File: src/rtl/microseq_control_if.sv
// Bus between the LC-3b microsequencer and its datapath/memory neighbours:
// instruction and condition-code inputs, memory ready, and all control outputs.
interface microseq_control_if #(
    parameter int STATE_W = 6,
    parameter int ALUOP_W = 3
);
    logic [15:0]        IR;
    logic               N;
    logic               Z;
    logic               P;
    logic               R;
    logic [ALUOP_W-1:0] aluop;
    logic               LDCC;
    logic               LDIR;
    logic               LDREG;
    logic               LDPC;
    logic               LDMAR;
    logic               LDMDR;
    logic               MEMEN;
    logic               MEMRW;
    logic [STATE_W-1:0] state;
    logic               illegal;
    logic               fault;

    // Controller side: consumes IR/condition codes/ready, drives controls.
    modport master (
        input  IR, N, Z, P, R,
        output aluop, LDCC, LDIR, LDREG, LDPC, LDMAR, LDMDR, MEMEN, MEMRW,
        output state, illegal, fault
    );

    // Datapath/memory side: the mirror image of the controller view.
    modport slave (
        output IR, N, Z, P, R,
        input  aluop, LDCC, LDIR, LDREG, LDPC, LDMAR, LDMDR, MEMEN, MEMRW,
        input  state, illegal, fault
    );
endinterface

File: src/rtl/microseq_control.sv
// LC-3b microsequenced control unit. A registered microinstruction (the
// control-store word of the current state) drives the datapath controls and
// feeds the next-state logic: IRD opcode dispatch, COND branching on BEN,
// memory ready or IR[11], and the J field. Adds a BEN register, a
// memory-wait timeout into a terminal fault state, and illegal-opcode flagging.
module microseq_control #(
    parameter int STATE_W     = 6,
    parameter int ALUOP_W     = 3,
    parameter int MEM_TIMEOUT = 16,
    parameter int FAULT_STATE = 63
) (
    input  logic               clk,
    input  logic               reset,
    microseq_control_if.master bus
);

    typedef enum logic [STATE_W-1:0] {
        S_BR       = STATE_W'(0),
        S_ADD      = STATE_W'(1),
        S_AND      = STATE_W'(5),
        S_LDW      = STATE_W'(6),
        S_STW      = STATE_W'(7),
        S_NOT      = STATE_W'(9),
        S_STW_WR   = STATE_W'(16),
        S_FETCH    = STATE_W'(18),
        S_BR_TAKEN = STATE_W'(22),
        S_STW_MDR  = STATE_W'(23),
        S_LDW_RD   = STATE_W'(25),
        S_LDW_WB   = STATE_W'(27),
        S_DECODE   = STATE_W'(32),
        S_FETCH_RD = STATE_W'(33),
        S_FETCH_IR = STATE_W'(35)
    } state_t;

    localparam state_t FAULT_S = state_t'(FAULT_STATE);

    localparam logic [ALUOP_W-1:0] ALU_ADD   = ALUOP_W'(0);
    localparam logic [ALUOP_W-1:0] ALU_AND   = ALUOP_W'(1);
    localparam logic [ALUOP_W-1:0] ALU_NOT   = ALUOP_W'(2);
    localparam logic [ALUOP_W-1:0] ALU_PASSA = ALUOP_W'(3);

    localparam logic [1:0] COND_NONE = 2'b00;
    localparam logic [1:0] COND_R    = 2'b01;
    localparam logic [1:0] COND_BEN  = 2'b10;
    localparam logic [1:0] COND_IR11 = 2'b11;

    localparam int CNT_W = (MEM_TIMEOUT > 1) ? $clog2(MEM_TIMEOUT) : 1;
    localparam logic [CNT_W-1:0] TO_LAST = CNT_W'((MEM_TIMEOUT > 0) ? MEM_TIMEOUT - 1 : 0);

    typedef struct packed {
        logic               ird;
        logic [1:0]         cond;
        logic [5:0]         j;
        logic               ldben;
        logic [ALUOP_W-1:0] aluop;
        logic               ldcc;
        logic               ldir;
        logic               ldreg;
        logic               ldpc;
        logic               ldmar;
        logic               ldmdr;
        logic               memen;
        logic               memrw;
    } uinst_t;

    // Control store. Anything without an entry (including FAULT_STATE) reads
    // as the default word: no controls asserted, J=18.
    function automatic uinst_t ucode(input state_t s);
        uinst_t u;
        u      = '0;
        u.cond = COND_NONE;
        u.j    = 6'd18;
        case (s)
            S_FETCH:    begin u.ldmar = 1'b1; u.ldpc = 1'b1; u.j = 6'd33; end
            S_FETCH_RD: begin u.memen = 1'b1; u.ldmdr = 1'b1; u.cond = COND_R; u.j = 6'd33; end
            S_FETCH_IR: begin u.ldir = 1'b1; u.j = 6'd32; end
            S_DECODE:   begin u.ird = 1'b1; u.ldben = 1'b1; end
            S_ADD:      begin u.ldreg = 1'b1; u.ldcc = 1'b1; u.aluop = ALU_ADD; end
            S_AND:      begin u.ldreg = 1'b1; u.ldcc = 1'b1; u.aluop = ALU_AND; end
            S_NOT:      begin u.ldreg = 1'b1; u.ldcc = 1'b1; u.aluop = ALU_NOT; end
            S_BR:       begin u.cond = COND_BEN; end
            S_BR_TAKEN: begin u.ldpc = 1'b1; end
            S_LDW:      begin u.ldmar = 1'b1; u.j = 6'd25; end
            S_LDW_RD:   begin u.memen = 1'b1; u.ldmdr = 1'b1; u.cond = COND_R; u.j = 6'd25; end
            S_LDW_WB:   begin u.ldreg = 1'b1; u.ldcc = 1'b1; u.aluop = ALU_PASSA; end
            S_STW:      begin u.ldmar = 1'b1; u.j = 6'd23; end
            S_STW_MDR:  begin u.ldmdr = 1'b1; u.aluop = ALU_PASSA; u.j = 6'd16; end
            S_STW_WR:   begin u.memen = 1'b1; u.memrw = 1'b1; u.cond = COND_R; u.j = 6'd16; end
            default:    ;
        endcase
        return u;
    endfunction

    // States that have a control-store entry; an IRD dispatch to anything else is illegal.
    function automatic logic has_entry(input state_t s);
        case (s)
            S_FETCH, S_FETCH_RD, S_FETCH_IR, S_DECODE, S_ADD, S_AND, S_NOT,
            S_BR, S_BR_TAKEN, S_LDW, S_LDW_RD, S_LDW_WB, S_STW, S_STW_MDR,
            S_STW_WR: has_entry = 1'b1;
            default:  has_entry = 1'b0;
        endcase
    endfunction

    state_t           state_q;
    state_t           state_nxt;
    uinst_t           u_q;
    uinst_t           u_nxt;
    logic             ben_q;
    logic [CNT_W-1:0] cnt_q;
    logic [CNT_W-1:0] cnt_nxt;
    logic             ill_nxt;
    logic             illegal_q;
    logic             fault_q;
    logic             waiting;
    logic             tmo_hit;
    logic [2:0]       cond_bits;
    logic             unused_ir;

    assign unused_ir = ^bus.IR[8:0];

    // Next microstate, timeout detection and the control word to load with it.
    always_comb begin
        waiting   = (u_q.cond == COND_R) && !bus.R;
        tmo_hit   = (MEM_TIMEOUT != 0) && waiting && (cnt_q == TO_LAST);
        cond_bits = {(u_q.cond == COND_BEN)  && ben_q,
                     (u_q.cond == COND_R)    && bus.R,
                     (u_q.cond == COND_IR11) && bus.IR[11]};
        if (state_q == FAULT_S || tmo_hit) begin
            state_nxt = FAULT_S;
        end else if (u_q.ird) begin
            state_nxt = state_t'(STATE_W'(bus.IR[15:12]));
        end else begin
            state_nxt = state_t'(STATE_W'(u_q.j | {3'b000, cond_bits}));
        end
        if (state_nxt != state_q) begin
            cnt_nxt = '0;
        end else if (waiting) begin
            cnt_nxt = cnt_q + CNT_W'(1);
        end else begin
            cnt_nxt = cnt_q;
        end
        u_nxt   = ucode(state_nxt);
        ill_nxt = u_q.ird && !has_entry(state_nxt);
    end

    // Microsequencer state machine: state, microinstruction, BEN, wait counter and flags.
    always_ff @(posedge clk) begin
        if (reset) begin
            state_q   <= S_FETCH;
            u_q       <= ucode(S_FETCH);
            ben_q     <= 1'b0;
            cnt_q     <= '0;
            illegal_q <= 1'b0;
            fault_q   <= 1'b0;
        end else begin
            state_q   <= state_nxt;
            u_q       <= u_nxt;
            cnt_q     <= cnt_nxt;
            illegal_q <= ill_nxt;
            fault_q   <= (state_nxt == FAULT_S);
            if (u_q.ldben) begin
                ben_q <= (bus.IR[11] & bus.N) | (bus.IR[10] & bus.Z) | (bus.IR[9] & bus.P);
            end
        end
    end

    assign bus.state   = state_q;
    assign bus.aluop   = u_q.aluop;
    assign bus.LDCC    = u_q.ldcc;
    assign bus.LDIR    = u_q.ldir;
    assign bus.LDREG   = u_q.ldreg;
    assign bus.LDPC    = u_q.ldpc;
    assign bus.LDMAR   = u_q.ldmar;
    assign bus.LDMDR   = u_q.ldmdr;
    assign bus.MEMEN   = u_q.memen;
    assign bus.MEMRW   = u_q.memrw;
    assign bus.illegal = illegal_q;
    assign bus.fault   = fault_q;

endmodule

File: src/flat_wrapper.sv
// flat-port wrapper written by rule: the top's interface ports become plain ports
module microseq_control_flat 
#(
    parameter int STATE_W     = 6,
    parameter int ALUOP_W     = 3,
    parameter int MEM_TIMEOUT = 16,
    parameter int FAULT_STATE = 63
)
  (clk, reset, bus_IR, bus_N, bus_Z, bus_P, bus_R, bus_aluop, bus_LDCC, bus_LDIR, bus_LDREG, bus_LDPC, bus_LDMAR, bus_LDMDR, bus_MEMEN, bus_MEMRW, bus_state, bus_illegal, bus_fault);
  microseq_control_if #(.STATE_W(STATE_W), .ALUOP_W(ALUOP_W)) bus_i ();
  input  logic clk;
  input  logic reset;
  input wire logic [$bits(bus_i.IR)-1:0] bus_IR;
  input wire logic [$bits(bus_i.N)-1:0] bus_N;
  input wire logic [$bits(bus_i.Z)-1:0] bus_Z;
  input wire logic [$bits(bus_i.P)-1:0] bus_P;
  input wire logic [$bits(bus_i.R)-1:0] bus_R;
  output wire logic [$bits(bus_i.aluop)-1:0] bus_aluop;
  output wire logic [$bits(bus_i.LDCC)-1:0] bus_LDCC;
  output wire logic [$bits(bus_i.LDIR)-1:0] bus_LDIR;
  output wire logic [$bits(bus_i.LDREG)-1:0] bus_LDREG;
  output wire logic [$bits(bus_i.LDPC)-1:0] bus_LDPC;
  output wire logic [$bits(bus_i.LDMAR)-1:0] bus_LDMAR;
  output wire logic [$bits(bus_i.LDMDR)-1:0] bus_LDMDR;
  output wire logic [$bits(bus_i.MEMEN)-1:0] bus_MEMEN;
  output wire logic [$bits(bus_i.MEMRW)-1:0] bus_MEMRW;
  output wire logic [$bits(bus_i.state)-1:0] bus_state;
  output wire logic [$bits(bus_i.illegal)-1:0] bus_illegal;
  output wire logic [$bits(bus_i.fault)-1:0] bus_fault;
  assign bus_i.IR = bus_IR;
  assign bus_i.N = bus_N;
  assign bus_i.Z = bus_Z;
  assign bus_i.P = bus_P;
  assign bus_i.R = bus_R;
  assign bus_aluop = bus_i.aluop;
  assign bus_LDCC = bus_i.LDCC;
  assign bus_LDIR = bus_i.LDIR;
  assign bus_LDREG = bus_i.LDREG;
  assign bus_LDPC = bus_i.LDPC;
  assign bus_LDMAR = bus_i.LDMAR;
  assign bus_LDMDR = bus_i.LDMDR;
  assign bus_MEMEN = bus_i.MEMEN;
  assign bus_MEMRW = bus_i.MEMRW;
  assign bus_state = bus_i.state;
  assign bus_illegal = bus_i.illegal;
  assign bus_fault = bus_i.fault;
  microseq_control #(.STATE_W(STATE_W), .ALUOP_W(ALUOP_W), .MEM_TIMEOUT(MEM_TIMEOUT), .FAULT_STATE(FAULT_STATE)) u_core (.clk(clk), .reset(reset), .bus(bus_i));
endmodule
File: config.mk
export PLATFORM = sky130hd
export DESIGN_NAME = microseq_control_flat
export DESIGN_NICKNAME = d
export VERILOG_FILES = /design/src/rtl/microseq_control_if.sv /design/src/rtl/microseq_control.sv /design/src/flat_wrapper.sv
export SDC_FILE = /design/constraint.sdc
export NUM_CORES = 1
export LEC_CHECK = 0
export BUFFER_PORTS_ARGS = -buffer_cell sky130_fd_sc_hd__buf_4
export CAP_MARGIN = 20
export CELL_PAD_IN_SITES_DETAIL_PLACEMENT = 1
export CELL_PAD_IN_SITES_GLOBAL_PLACEMENT = 2
export CORE_ASPECT_RATIO = 1.75
export CORE_MARGIN = 5
export CORE_UTILIZATION = 29
export DETAILED_ROUTE_END_ITERATION = 6
export GPL_ROUTABILITY_DRIVEN = 0
export PLACE_DENSITY = 0.8
export SLEW_MARGIN = 15
export SYNTH_ARGS = -nofsm -noshare
export SYNTH_HDL_FRONTEND = slang
export SYNTH_SLANG_ARGS = --single-unit
File: constraint.sdc
create_clock -name clk -period 2.7 [get_ports clk]
set_clock_uncertainty 0.05 [all_clocks]
set_input_delay 0.135 -clock clk [delete_from_list [all_inputs] [get_ports clk]]
set_output_delay 0.135 -clock clk [all_outputs]
set_load 0.05 [all_outputs]
* Word level (Yosys, flattened, before mapping) *
Memories as Yosys holds them, arrays and structs flattened.
Index checks and enable logic that the tools add are counted.

word-level totals
  memories kept = 1
  bits in latches = 0
  logic and storage cells = 78
  register bits after elaboration = 32
  RAM bits = 0
  input port bits = 22
  ROM bits = 64

operators by class
  order comparisons = 0
  reduce and logical (&&, ||, !) cells = 20
  bitwise gates (word level) = 6
  $mul = 0
  $add $sub $neg = 1
  equality and inequality tests = 21
  shift-type cells = 0
  mux-type cells = 13
  div/mod/pow operators = 0

memory list
  memory           depth  bits a word  rd ports  clocked after memory_dff  wr ports  line                    text
  (no name shown)  64     1            1         0                         0         microseq_control.sv:96  case (s)

operator list
  cell                 count
  $eq 6x5->1 const B   6
  $eq 6x6->1 const B   5
  $pmux 6 s5           1
  $eq 6x3->1 const B   3
  $mux 6               2
  $reduce_or 2->1      6
  $reduce_or 3->1      3
  $mux 1               8
  $eq 6x1->1 const B   1
  $eq 6x4->1 const B   1
  $logic_and 1x1->1    6
  $logic_not 6->1      1
  $ne 6x6->1           1
  $or 6x3->6           1
  $pmux 2 s3           1
  $add 4x1->4 const B  1
  $eq 2x2->1 const B   2
  $eq 4x4->1 const B   1
  $pmux 2 s2           1
  $reduce_or 4->1      1
  $and 1x1->1          3
  $eq 2x1->1 const B   1
  $logic_not 1->1      2
  $or 1x1->1           2
  $logic_or 1x1->1     1

* Depth between registers and ports, before layout *
  depth after elaboration = 8
  mapped depth = 7

* Least setup slack after synthesis *
OpenSTA, ideal clock, no wires.

  path kind = register to register
  from = register, netlist name u_core.bus.MEMEN
  to = register u_core.cnt_q[0]
  setup slack = 341 ps
  data required time = 2,558 ps
  stages on the path, launching flop included = 7
  setup time = 92 ps
  path buffers = 0
  period minus slack after synthesis = 2,359 ps
  data arrival time = 2,217 ps
  cell sequence = dfxtp_1 -> nor3b_4 -> nand4_2 -> nand3_1 -> xor2_1 -> or4_1 -> nor4_1

RTL lines
  element               line                     text
  end signal, assigned  microseq_control.sv:158  cnt_q <= cnt_nxt;
  end, declared         microseq_control.sv:109  logic [CNT_W-1:0] cnt_q;

==> flow_results.org <==
** Final layout
- Cells with a size suffix above 1 make up 26.7% of the layout.
- The area growth from synthesis to layout is 26.9%.
- Diode count :: 0
- In the final design database the tool counted 209 nets.
- Counting the fill cells in the layout gives 564.

** Yosys
- After synthesis, the netlist uses 47 different library cells.
- The synthesized netlist occupies a cell area of 0.00140 sq mm.
- During synthesis, Yosys emitted a total of 0 warnings.
- After synthesis, the share of flip-flops with an asynchronous set or reset is 0%.
- Sequential share of the synthesized area :: 43.0%
- Synthesis produced 153 cells.
- Post-synth EDFFs :: 0
- The most used flip-flop cell after synthesis is sky130_fd_sc_hd__dfxtp_1.
- Counting every net in the synthesized netlist gives 176.
- Dividing the synthesized area by the synthesized cell count gives 9.13 sq um.
- Synthesis inferred 30 register bits.

** Setup path
- At the worst endpoint, the arrival time is 2.49 ns.
- The endpoint identified for the worst register-to-register timing path is u_core.cnt_q[2].
- For the worst setup path, the data required time is 2.82 ns.
- The worst register-to-register path has a depth of 6.
- Of all nets on the critical path, the largest fanout is 8.
- For flop-to-flop paths, the worst setup slack is 0.33 ns.
- Critical path startpoint category :: flip-flop
- The critical path is of the flip-flop to flip-flop type.
- In this run the critical register-to-register path is launched from u_core.bus.MEMEN.
- STA classifies the critical path endpoint as a flip-flop.

** Placement
- Input and output buffers added on the ports amount to 30.
- Post-detailed-placement half-perimeter wirelength :: 3.43 mm

** Flow run
- Maxcap violations :: 0

** Drt
- Number of DRC violations after detailed routing :: 0
- Routed wire length per instance :: 17.6 um
- Before antenna repair, the detailed router went through 4 iterations.
- Remaining antenna violation count after routing :: 0
- The first routing iteration left 46 violations.
- Across all layers, the routed design uses 1266 vias.
- DRT Wirelength :: 4.21 mm
- After detailed routing, the number of vias per cell comes to 5.30.

** Global route
- Grt ovf :: 0
- Wire length of the first global-routing pass :: 6.96 mm
- Number of global-route vias before repair :: 1402
- Pin count of the biggest net entering global routing :: 18
- In the global route stage, overall resource usage came out at 14.0%.
- Antenna violations before repair :: 0

** Floorplanning
- The floorplan step set the die height to 102 um.
- Die extent in x :: 62.5 um
- Area of the die :: 0.00636 sq mm
- Effective utilization at floorplan :: 30.0%
- IO Count :: 41
- The floorplan has 33 rows.
- Total core area :: 0.00467 sq mm

** STA
- RSZ-0062 raised after global routing :: no
- Setup violations remaining at the end of the flow were counted as 0.
- The count of final hold-check violations is 0.
- Share of the clock period used by the worst path :: 87.8%
- After layout, the minimum clock period comes to 2.37 ns.
- Fin. max-slew vios :: 0
- Post-Route Hold Slack :: 0.125 ns
- At the pin with the least slew margin, the transition time is 0.543 ns.
- Total negative slack :: 0 ns
- Derived from the worst setup path, the maximum achievable clock frequency is 422 MHz.
- Worst slew slack as a fraction of its limit :: 63.4%

** Hold path
- The worst hold path begins at reset.
- The worst hold path was traced through 2 stages.
- For hold timing, the worst endpoint is u_core.bus.LDMDR.
- Hold WC Path Type :: input pin to flip-flop

** Clocking
- In this run, post-CTS hold repair placed 0 buffers.
- Counting the buffers created by CTS gives 5.
- At the later pin of the worst-skew pair, clock insertion delay measures 0.28 ns.
- Setup fix buffers added after clock tree synthesis :: 0
- Counting along the longest clock path gives a buffer depth of 2.
- TritonCTS built the clock tree.
- Deepest level of the CTS H-tree :: 2
- Number of sinks driven by the clock tree :: 30
- Gates resized during post-CTS repair numbered 0.
- CTS clock-pin slew for the worst setup and hold paths :: 0.06 ns
- The root buffer cell chosen for the clock tree is sky130_fd_sc_hd__clkbuf_8.

** Power
- Leakage :: 0.746 nW
- Dividing total power by cell area gives a power density of 717 mW/mm^2.
- Worst supply voltage drop on vdd :: 0.000348 V

** Outcome
- Status :: finished clean
metal layers:
metal,wire [um],global-route usage [%]
met4,82,6.86
met1,1520,12.9
met3,100,3.19
met2,2510,28.0
met5,0,0
final cells by class:
cell class / instances / area [sq um] / area share (%)
Timing Repair Buffer: 35 / 263 / 14.8
Clock buffer: 7 / 76.3 / 4.30
Clock inverter: 1 / 30.0 / 1.69
Tap cell: 52 / 65.1 / 3.67
Sequential cell: 30 / 601 / 33.9
Inverter: 2 / 7.51 / 0.423
Multi-Input combinational cell: 112 / 732 / 41.3
worst max path at each step:
stage | startpoint | slack [ns] | endpoint | cells past startpoint
finish | u_core.bus.MEMEN | 0.33 | u_core.cnt_q[2] | 6
global route | u_core.bus.MEMEN | 0.18 | u_core.cnt_q[2] | 6
CTS | u_core.bus.MEMEN | 0.33 | u_core.cnt_q[2] | 6
detailed placement | u_core.bus.MEMEN | 0.34 | u_core.cnt_q[2] | 6
global placement | u_core.bus.MEMEN | 0.45 | u_core.bus.LDMDR | 7
floorplan | u_core.bus.MEMEN | 0.34 | u_core.cnt_q[0] | 6
cell families (layout without fill, tap and decap cells):
family / after synthesis / after routing / share of synthesized area [%]
AO/OA/AOI/OAI: 36 / 36 / 18.7
XOR/XNOR: 7 / 7 / 4.39
adder cells (fa/ha/maj): 1 / 1 / 0.895
buffers and inverters: 11 / 45 / 4.66
flip-flops: 30 / 30 / 43.0
multiplexers: 2 / 2 / 2.33
other: 1 / 1 / 0.268
AND/OR/NAND/NOR: 65 / 65 / 25.8
critical path, cell delays in order, from the launching register on:
cell,delay [ns]
sky130_fd_sc_hd__dfxtp_1,0.39
sky130_fd_sc_hd__nor3b_4,0.37
sky130_fd_sc_hd__nand4_2,0.27
sky130_fd_sc_hd__nand3_1,0.23
sky130_fd_sc_hd__xor2_1,0.09
sky130_fd_sc_hd__or4_1,0.50
sky130_fd_sc_hd__nor4_1,0.36
synthesized netlist by cell type (2+ instances only):
cell                       number  area share [%]
sky130_fd_sc_hd__o21ai_1        3             1.1
sky130_fd_sc_hd__nand4_1        5             2.2
sky130_fd_sc_hd__a21oi_1       12             4.3
sky130_fd_sc_hd__nor3_1         4             1.4
sky130_fd_sc_hd__inv_1          2            0.54
sky130_fd_sc_hd__xnor2_1        3             1.9
sky130_fd_sc_hd__o21a_1         3             1.6
sky130_fd_sc_hd__xor2_1         4             2.5
sky130_fd_sc_hd__clkbuf_1       3            0.81
sky130_fd_sc_hd__a311o_1        2             1.4
sky130_fd_sc_hd__nor4_1         5             2.2
sky130_fd_sc_hd__nand2b_1       4             1.8
sky130_fd_sc_hd__nand2_1       18             4.8
sky130_fd_sc_hd__dfxtp_1       30              43
sky130_fd_sc_hd__o21ai_0        4             1.4
sky130_fd_sc_hd__a21boi_0       2             1.1
sky130_fd_sc_hd__nor2_1         8             2.1
sky130_fd_sc_hd__and2_1         3             1.3
sky130_fd_sc_hd__buf_4          4             2.1
sky130_fd_sc_hd__nand3_1        6             2.1
sky130_fd_sc_hd__and3_1         2            0.90
report_power, final:
group | switching (W) | total [W] | internal [W] | leakage, nW
registers | 0.0000251 | 0.000499 | 0.000474 | 0.246
logic | 0.000217 | 0.000338 | 0.000122 | 0.448
clock network | 0.000159 | 0.000434 | 0.000276 | 0.0524
sequential cells by signal (all words and copies together) (netlist names):
register and count:
u_core.u_q 8, u_core.bus.state 6, u_core.cnt_q 4, u_core.bus.aluop 2, u_core.ben_q 1, u_core.bus.LDCC 1
u_core.bus.LDIR 1, u_core.bus.LDMAR 1, u_core.bus.LDMDR 1, u_core.bus.LDPC 1, u_core.bus.MEMEN 1, u_core.bus.MEMRW 1
u_core.bus.fault 1, u_core.bus.illegal 1
per-stage QoR:
step                      utilization [%]  cells  instance area (sq um)  worst slack [ns]  total power, W
after CTS                            38.0    239                   1770             0.330         0.00129
final                                38.0    239                   1770             0.330         0.00127
after floorplan                         -    153                   1400             0.341        0.000740
after global routing                 38.0    239                   1770             0.183         0.00134
after detailed placement             35.7    231                   1670             0.342        0.000851
after global placement               35.7    231                   1670             0.454        0.000842
layout by cell type, fill, tap and decap left out, types with 4 or more instances in the layout:
master	count
sky130_fd_sc_hd__buf_4	35
sky130_fd_sc_hd__dfxtp_1	30
sky130_fd_sc_hd__nand2_1	18
sky130_fd_sc_hd__a21oi_1	12
sky130_fd_sc_hd__nor2_1	8
sky130_fd_sc_hd__nand3_1	6
sky130_fd_sc_hd__nand4_1	5
sky130_fd_sc_hd__nor4_1	5
sky130_fd_sc_hd__clkbuf_8	5
sky130_fd_sc_hd__nand2b_1	4
sky130_fd_sc_hd__xor2_1	4
sky130_fd_sc_hd__nor3_1	4
sky130_fd_sc_hd__o21ai_0	4
No activity file was read; power rests on OpenSTA's default activity.
